`config.mk`:
```
export PLATFORM = sky130hd
export DESIGN_NAME = fb_port_arbiter
export DESIGN_NICKNAME = d
export VERILOG_FILES = /design/src/rtl/fb_port_arbiter_pkg.sv /design/src/rtl/fb_wr_fifo.sv /design/src/rtl/fb_port_arbiter.sv
export SDC_FILE = /design/constraint.sdc
export NUM_CORES = 1
export LEC_CHECK = 0
export CAP_MARGIN = 20
export CORE_AREA = 2 2 157 197
export CTS_CLUSTER_SIZE = 14
export DETAILED_ROUTE_END_ITERATION = 10
export DIE_AREA = 0 0 159 199
export GPL_ROUTABILITY_DRIVEN = 0
export PLACE_DENSITY = 0.66
export SKIP_LAST_GASP = 1
export SYNTH_ARGS = -nofsm -noshare
export SYNTH_HDL_FRONTEND = slang
export SYNTH_SLANG_ARGS = --single-unit
export TNS_END_PERCENT = 10
```
`constraint.sdc`:
```
create_clock -name clk -period 8.9 [get_ports clk]
set_input_delay 1.78 -clock clk [delete_from_list [all_inputs] [get_ports clk]]
set_output_delay 1.78 -clock clk [all_outputs]
set_load 0.05 [all_outputs]
```
`src/rtl/fb_port_arbiter_pkg.sv`:
```
// Shared frame-buffer constants and arbiter state encoding.
package fb_port_arbiter_pkg;

    localparam int unsigned FB_W        = 640;
    localparam int unsigned FB_H        = 480;
    localparam int unsigned FB_PIXELS   = FB_W * FB_H;
    localparam int unsigned DRAIN_CNT_W = 16;

    typedef enum logic [1:0] {
        ST_RUN    = 2'd0,
        ST_DRAIN  = 2'd1,
        ST_FROZEN = 2'd2
    } fb_state_e;

endpackage

```
`src/rtl/fb_wr_fifo.sv`:
```
// Camera write buffer: synchronous FIFO with same-cycle push and pop.
module fb_wr_fifo #(
    parameter int unsigned WIDTH = 31,
    parameter int unsigned DEPTH = 8
) (
    input  logic                     clk,
    input  logic                     rst,
    input  logic                     push,
    input  logic                     pop,
    input  logic [WIDTH-1:0]         din,
    output logic [WIDTH-1:0]         dout,
    output logic                     full,
    output logic                     empty,
    output logic [$clog2(DEPTH):0]   level
);

    localparam int unsigned PTR_W = $clog2(DEPTH);
    localparam int unsigned LVL_W = PTR_W + 1;

    logic [WIDTH-1:0] mem [DEPTH];
    logic [PTR_W-1:0] wr_ptr;
    logic [PTR_W-1:0] rd_ptr;

    // Pointers wrap naturally because DEPTH is a power of two.
    always_ff @(posedge clk or negedge rst) begin
        if (!rst) begin
            wr_ptr <= '0;
            rd_ptr <= '0;
            level  <= '0;
        end else begin
            if (push) wr_ptr <= wr_ptr + PTR_W'(1);
            if (pop)  rd_ptr <= rd_ptr + PTR_W'(1);
            case ({push, pop})
                2'b10:   level <= level + LVL_W'(1);
                2'b01:   level <= level - LVL_W'(1);
                default: level <= level;
            endcase
        end
    end

    always_ff @(posedge clk) begin
        if (push) mem[wr_ptr] <= din;
    end

    assign dout  = mem[rd_ptr];
    assign full  = (level == LVL_W'(DEPTH));
    assign empty = (level == '0);

endmodule

```
`src/rtl/fb_port_arbiter.sv`:
```
// Single-port frame-buffer arbiter: VGA reads win, camera writes are
// buffered and retired in free slots; pause drains then freezes the image.
module fb_port_arbiter
    import fb_port_arbiter_pkg::*;
#(
    parameter int unsigned ADDR_W     = 19,
    parameter int unsigned DATA_W     = 12,
    parameter int unsigned FIFO_DEPTH = 8,
    parameter int unsigned RD_LAT     = 2
) (
    input  logic                         clk,
    input  logic                         rst,
    input  logic                         wr_valid,
    input  logic [ADDR_W-1:0]            wr_addr,
    input  logic [DATA_W-1:0]            wr_data,
    input  logic                         pause,
    input  logic                         rd_req,
    input  logic [ADDR_W-1:0]            rd_addr,
    output logic                         rd_valid,
    output logic [DATA_W-1:0]            rd_data,
    output logic                         mem_en,
    output logic                         mem_we,
    output logic [ADDR_W-1:0]            mem_addr,
    output logic [DATA_W-1:0]            mem_din,
    input  logic [DATA_W-1:0]            mem_dout,
    output logic                         frozen,
    output logic [DRAIN_CNT_W-1:0]       drop_cnt,
    output logic [$clog2(FIFO_DEPTH):0]  fifo_level
);

    localparam int unsigned ENT_W = ADDR_W + DATA_W;
    localparam logic [DRAIN_CNT_W-1:0] DROP_MAX = '1;

    fb_state_e         state;
    fb_state_e         state_nxt;
    logic              fifo_push_c;
    logic              fifo_pop_c;
    logic              drop_c;
    logic              frozen_nxt_c;
    logic              fifo_full;
    logic              fifo_empty;
    logic [ENT_W-1:0]  fifo_head;
    logic [RD_LAT-1:0] rd_pipe;

    fb_wr_fifo #(
        .WIDTH (ENT_W),
        .DEPTH (FIFO_DEPTH)
    ) u_fifo (
        .clk   (clk),
        .rst   (rst),
        .push  (fifo_push_c),
        .pop   (fifo_pop_c),
        .din   ({wr_addr, wr_data}),
        .dout  (fifo_head),
        .full  (fifo_full),
        .empty (fifo_empty),
        .level (fifo_level)
    );

    always_ff @(posedge clk or negedge rst) begin
        if (!rst) state <= ST_RUN;
        else      state <= state_nxt;
    end

    always_comb begin
        state_nxt = state;
        unique case (state)
            ST_RUN:    if (pause) state_nxt = ST_DRAIN;
            ST_DRAIN: begin
                if (!pause)                          state_nxt = ST_RUN;
                else if (fifo_empty && !fifo_push_c) state_nxt = ST_FROZEN;
            end
            ST_FROZEN: if (!pause) state_nxt = ST_RUN;
            default:   state_nxt = ST_RUN;
        endcase
    end

    // A full FIFO still accepts a pixel when the head retires the same cycle.
    always_comb begin
        fifo_pop_c   = 1'b0;
        fifo_push_c  = 1'b0;
        drop_c       = 1'b0;
        frozen_nxt_c = 1'b0;
        fifo_pop_c   = !rd_req && !fifo_empty && (state != ST_FROZEN);
        if (state == ST_RUN && wr_valid) begin
            if (!fifo_full || fifo_pop_c) fifo_push_c = 1'b1;
            else                          drop_c      = 1'b1;
        end
        frozen_nxt_c = (state_nxt == ST_FROZEN);
    end

    always_ff @(posedge clk or negedge rst) begin
        if (!rst) begin
            mem_en   <= 1'b0;
            mem_we   <= 1'b0;
            mem_addr <= '0;
            mem_din  <= '0;
        end else if (rd_req) begin
            mem_en   <= 1'b1;
            mem_we   <= 1'b0;
            mem_addr <= rd_addr;
        end else if (fifo_pop_c) begin
            mem_en   <= 1'b1;
            mem_we   <= 1'b1;
            mem_addr <= fifo_head[ENT_W-1 -: ADDR_W];
            mem_din  <= fifo_head[DATA_W-1:0];
        end else begin
            mem_en   <= 1'b0;
            mem_we   <= 1'b0;
        end
    end

    // Read-valid pipe: issue stage, RD_LAT-1 BRAM stages, then capture.
    always_ff @(posedge clk or negedge rst) begin
        if (!rst) begin
            rd_pipe  <= '0;
            rd_valid <= 1'b0;
            rd_data  <= '0;
        end else begin
            rd_pipe[0] <= rd_req;
            for (int i = 1; i < RD_LAT; i++) rd_pipe[i] <= rd_pipe[i-1];
            rd_valid <= rd_pipe[RD_LAT-1];
            if (rd_pipe[RD_LAT-1]) rd_data <= mem_dout;
        end
    end

    always_ff @(posedge clk or negedge rst) begin
        if (!rst) begin
            drop_cnt <= '0;
            frozen   <= 1'b0;
        end else begin
            if (drop_c && drop_cnt != DROP_MAX) drop_cnt <= drop_cnt + DRAIN_CNT_W'(1);
            frozen <= frozen_nxt_c;
        end
    end

endmodule

```
# == Yosys cells after proc, flatten, opt, wreduce, memory -nomap -nowiden ==
# Memory sizes are Yosys's and may differ from the RTL's.
# Cells that the tools add are included.
# word_totals
ramBits,248
out_inout_bits,67
memories,1
input_bits,67
register_bits,77
# mem_list
name,depth,width,rd,rd_clocked_by_memory_dff,write_ports,line,text
u_fifo.mem,8,31,1,0,1,fb_wr_fifo.sv:20,logic [WIDTH-1:0] mem [DEPTH];
# classes
n_eq_ne,8
addsub,5
n_bitwise,1
n_mux,17
reduce_logical,15
# op_table
cell,count
$mux 19,2
$add 16x1->16 const B,1
$ne 16x16->1 const B,1
$mux 1,9
$mux 2,4
$pmux 4 s2,1
$add 3x1->3 const B,2
$eq 2x2->1 const B,3
$pmux 2 s3,1
$logic_and 1x1->1,5
$add 4x1->4 const B,1
$eq 2x1->1 const B,2
$eq 4x4->1 const B,1
$logic_not 1->1,4
$logic_not 4->1,1
$reduce_bool 2->1,2
$sub 4x1->4 const B,1
$logic_not 2->1,1
$ne 2x2->1 const B,1
$reduce_and 2->1,1
$logic_or 1x1->1,1
$not 1->1,1

# == Depth between registers and ports, before layout ==
# logic_depth
word_depth,13
depth_mapped,11
ltp_nobuf,11

# == Hierarchy ==
# Synthesis repeated with hierarchy kept, for this count alone.
# hier_totals
cells_unflattened,640
hier_area_um2,12958.7
# by_module_without_submodules
mod,area_each_um2,n_inst,seq_area_each_um2,cells_each
fb_wr_fifo,10110.9,1,7697.4,413
fb_port_arbiter,2847.7,1,1676.6,227

# == Worst setup path before layout ==
# Ideal clock, no wire load.
# synth_timing
kind,in2reg
start,input rd_req
end,"memory u_fifo.mem[2][0], enable pin"
setup_ps,464
path_slack_ps,3441
arrival_time_ps,4995
path_buffers,1
cell_stages,5
path_cell_list,clkbuf_1 or2_2 a31oi_4 nand2b_1 nor3b_1
# synth_via
elab_chain_len,8
# synth_rtl
item,line,text
"start, declared",fb_port_arbiter.sv:17,"input logic rd_req,"
$logic_not 1->1,fb_port_arbiter.sv:84,fifo_pop_c = !rd_req && !fifo_empty && (state != ST_FROZEN);
$logic_and 1x1->1 (2 in a row),fb_port_arbiter.sv:84,
$logic_or 1x1->1,fb_port_arbiter.sv:86,if (!fifo_full || fifo_pop_c) fifo_push_c = 1'b1;
$mux 1,fb_port_arbiter.sv:86,
$mux 1,fb_port_arbiter.sv:85,if (state == ST_RUN && wr_valid) begin
$mux 1,fb_wr_fifo.sv:42,if (push) mem[wr_ptr] <= din;
$mux 1 (not written as such),fb_wr_fifo.sv:42,
"end, declared",fb_wr_fifo.sv:20,
# No other way between the ends.

# == Worst setup path in the final report ==
# layout_timing
start,input rd_req
end,register u_fifo.level[3]
# layout_via
elab_chain_len,8
word_cells_on_any_way,10
# layout_rtl
item,line,text
$logic_not 1->1 *,fb_port_arbiter.sv:84,
$logic_and 1x1->1 * (2 in a row),fb_port_arbiter.sv:84,
$logic_or 1x1->1,fb_port_arbiter.sv:86,
$mux 1,fb_port_arbiter.sv:86,
$mux 1,fb_port_arbiter.sv:85,
$eq 2x1->1 / $eq 2x2->1 (equally long branches),fb_wr_fifo.sv:33,"case ({push, pop})"
$pmux 4 s2 / $reduce_bool 2->1 (equally long branches),--,
"end signal, assigned",fb_wr_fifo.sv:34,2'b10: level <= level + LVL_W'(1);
"end signal, assigned",fb_wr_fifo.sv:35,2'b01: level <= level - LVL_W'(1);
"end signal, assigned",fb_wr_fifo.sv:36,default: level <= level;
"end, declared",fb_wr_fifo.sv:14,output logic [$clog2(DEPTH):0] level
# Mark *: on every way between the ends. The rest lies on a longest branch, timed or not.
# A chain may end at the register's enable or synchronous reset.

==> metrics.cfg <==
[outcome]
status=finished, final reports clean

[die]
initial_core_util_pct=42.3
ios=134
die_w_um=159
rows=71
die_h_um=199
core-area_sq_mm=0.0298
die_area_sq_mm=0.0316

[timing]
rsz0062_at_grt=no
max_freq_mhz=233
slew_violations=0
period_minus_slack_ns=4.30
setup_tns_ns=0
finalSetupViolCount=0
max_slew_margin_pct=29.4
worst_pin_slew_ns=1.06
worst_clock_skew_ns=0.0103
hold_slack_ns=0.348
finalHoldViolCount=0
min_period_over_period_pct=48.3
setup_slack_ns=4.60

[power]
cellLeakagePower_nw=5.32
intPower_w=0.00318
pwr_density_cell_mw_per_mm2=302
sequentialPowerShare_pct=42.3
irDropWorstVdd_mv=0.140
swShare_pct=31.8
clkPwrFrac_pct=27.1
power_w=0.00467
switching_power_w=0.00148
pwr-share-comb_pct=30.7

[cts]
root_buffer=clkbuf_16
cts_resized=0
cts_setup_buffers=0
cts_hold_buf=0
clk_latency_ns=0.55
cts_buffers=30
cts_tree=yes
clk_pin_slew_ns=0.06
clockBufferDepth=3
cts_sinks=325
htree_num_levels=1

[placement]
placed_area_sq_mm=0.0144
port-buffer-count=133
hpwl_mm=14.5
place_ws_ns=4.01

[global_route]
antenna_found_initial=1
grtUsageTotal_pct=15.5
grt_pass1_wl_mm=38.1
grt_max_degree=67
overflow=0
grt_pass1_vias=6587

[layout]
drive_above_1_share_pct=19.4
nNetsFinal=873
final_area_sq_mm=0.0154
mostFrequentLayoutCells=248 x edfxtp_1, 131 x clkdlybuf4s50_1, 74 x dfrtp_1, 68 x nand2_1, 62 x mux4_2
final_common_cell=edfxtp_1
syn_to_final_growth_pct=22.2

[route]
route.detailed.drc=0
wl_mm=24.3
wire_per_inst_um=19.8
dr.first_iter.drc_count=492
dr.pass1.iters=4
vias=6375
vias_per_cell=5.20
ant_nets=0

[worst_setup_path]
critPathTopFamily=simple AND/OR/NAND/NOR gates
cp_data_arrival_time_ns=4.73
critPathBufInv=3
start_kind=input port
crit_slowest_cell=or3_4
endpoint_kind=register
worstSetupPathType=input port to register
crit_chain=buf_2 -> or3_4 -> inv_2 -> nand2_2 -> inv_1 -> ha_1 -> a21o_2 -> a21oi_1 -> nand3b_1 -> a21oi_1 -> a311o_1
slowest_delay_ns=0.73
cpMostUsedCell=a21oi_1
critPathRequiredTime_ns=9.34
crit_fanout=66

[yosys]
ys_ff_latch=325
yosysUniqueCellTypes=48
avgSynthCellArea_sq_um=19.3
syn_inst=654
yosysSeqAreaShare_pct=74.3
netlist_area_sq_mm=0.0126
yosys_warnings=0
synth_fp_nets=727

[flow_run]
cap_viol_max_count=0

[worst_hold_path]
holdCritPathClass=register to register

-- cells by family after synthesis --
family,synth area share (%)
buffers and inverters,1.45
multiplexers,14.9
AND/OR/NAND/NOR,4.65
adder cells (fa/ha/maj),0.654
XOR/XNOR,1.46
AO/OA/AOI/OAI,2.61
flip-flops,74.3
-- synthesized netlist by cell type, drive strengths merged --
cell      n  area, sq um
o221ai   19          166
xnor2    17          149
or3       1         11.3
mux2i    32          320
o21a      2         15.0
a211o     1         10.0
and3b     1         8.76
mux4     62         1400
nand3     6         30.0
nor2b     1         6.26
and3      2         12.5
and4      3         28.8
nand3b    2         15.0
nor3b     5         42.5
ha        5         62.6
clkbuf   12         46.3
and2      1         6.26
a21oi     2         10.0
o21ai    12         60.1
inv       4         15.0
or2       1         6.26
fa        1         20.0
mux2     15          169
dfrtp    77         1930
nor4      1         6.26
a311o     1         10.0
a31oi     1         21.3
nand2    70          268
nand4     6         56.3
a21o      1         8.76
xor2      4         35.0
nand2b    2         12.5
a41oi     1         27.5
nor3      6         46.3
edfxtp  248         7450
nor2      8         30.0
buf      21          121
-- final cells by class --
| cell class | count | area (sq um) |
|---|---|---|
| timing repair buffer | 147 | 1450 |
| multi-input combinational | 292 | 3110 |
| clock inverter | 13 | 145 |
| antenna | 1 | 2.50 |
| inverter | 4 | 15.0 |
| tap | 401 | 502 |
| fill | 2414 | 14400 |
| clock buffer | 43 | 821 |
| sequential | 325 | 9380 |
-- per-stage QoR --
stage          utilization, %  std cells
3_5_place_dp             48.3       1168
3_3_place_gp             48.3       1168
2_1_floorplan               -        654
4_1_cts                  51.6       1224
6_report                 51.7       1226
5_1_grt                  51.7       1225
-- state kept, by name, summed over array words and instances, names as in the netlist --
name,cells
u_fifo.mem,248
mem_din,12
mem_en,1
mem_we,1
drop_cnt,16
u_fifo.level,4
rd_pipe,2
rd_valid,1
state,2
frozen,1
u_fifo.rd_ptr,3
mem_addr,19
u_fifo.wr_ptr,3
rd_data,12
-- routing by layer --
layer	GRT usage (%)	vias to the layer above	wire [um]
met5	0	-	0
met1	20.0	3308	10400
li1	-	2883	-
met2	27.3	161	12400
met4	4.01	0	381
met3	2.65	23	1190
-- power groups by stage --
stage / logic [W] / clock network, W / registers (W)
after floorplan: 0.000755 / 0 / 0.00226
after global placement: 0.00145 / 0 / 0.00200
after detailed placement: 0.00146 / 0 / 0.00201
final: 0.00143 / 0.00126 / 0.00197
after global routing: 0.00154 / 0.00136 / 0.00200
after CTS: 0.00146 / 0.00130 / 0.00198
-- worst paths after layout --
path / start / end / slack [ns] / cells after the start
worst max register to register: u_fifo.level[3] / u_fifo.level[3] / 5.55 / 11
worst min register to register: rd_pipe[0] / rd_pipe[1] / 0.35 / 0
worst min-delay path: rd_pipe[0] / rd_pipe[1] / 0.35 / 0
worst max-delay path: rd_req / u_fifo.level[3] / 4.60 / 11
min in group asynchronous: rst / mem_din[5] / 1.08 / 1
max in group asynchronous: rst / u_fifo.rd_ptr[0] / 6.65 / 2
Note: power is estimated with default switching activity, not from simulation.
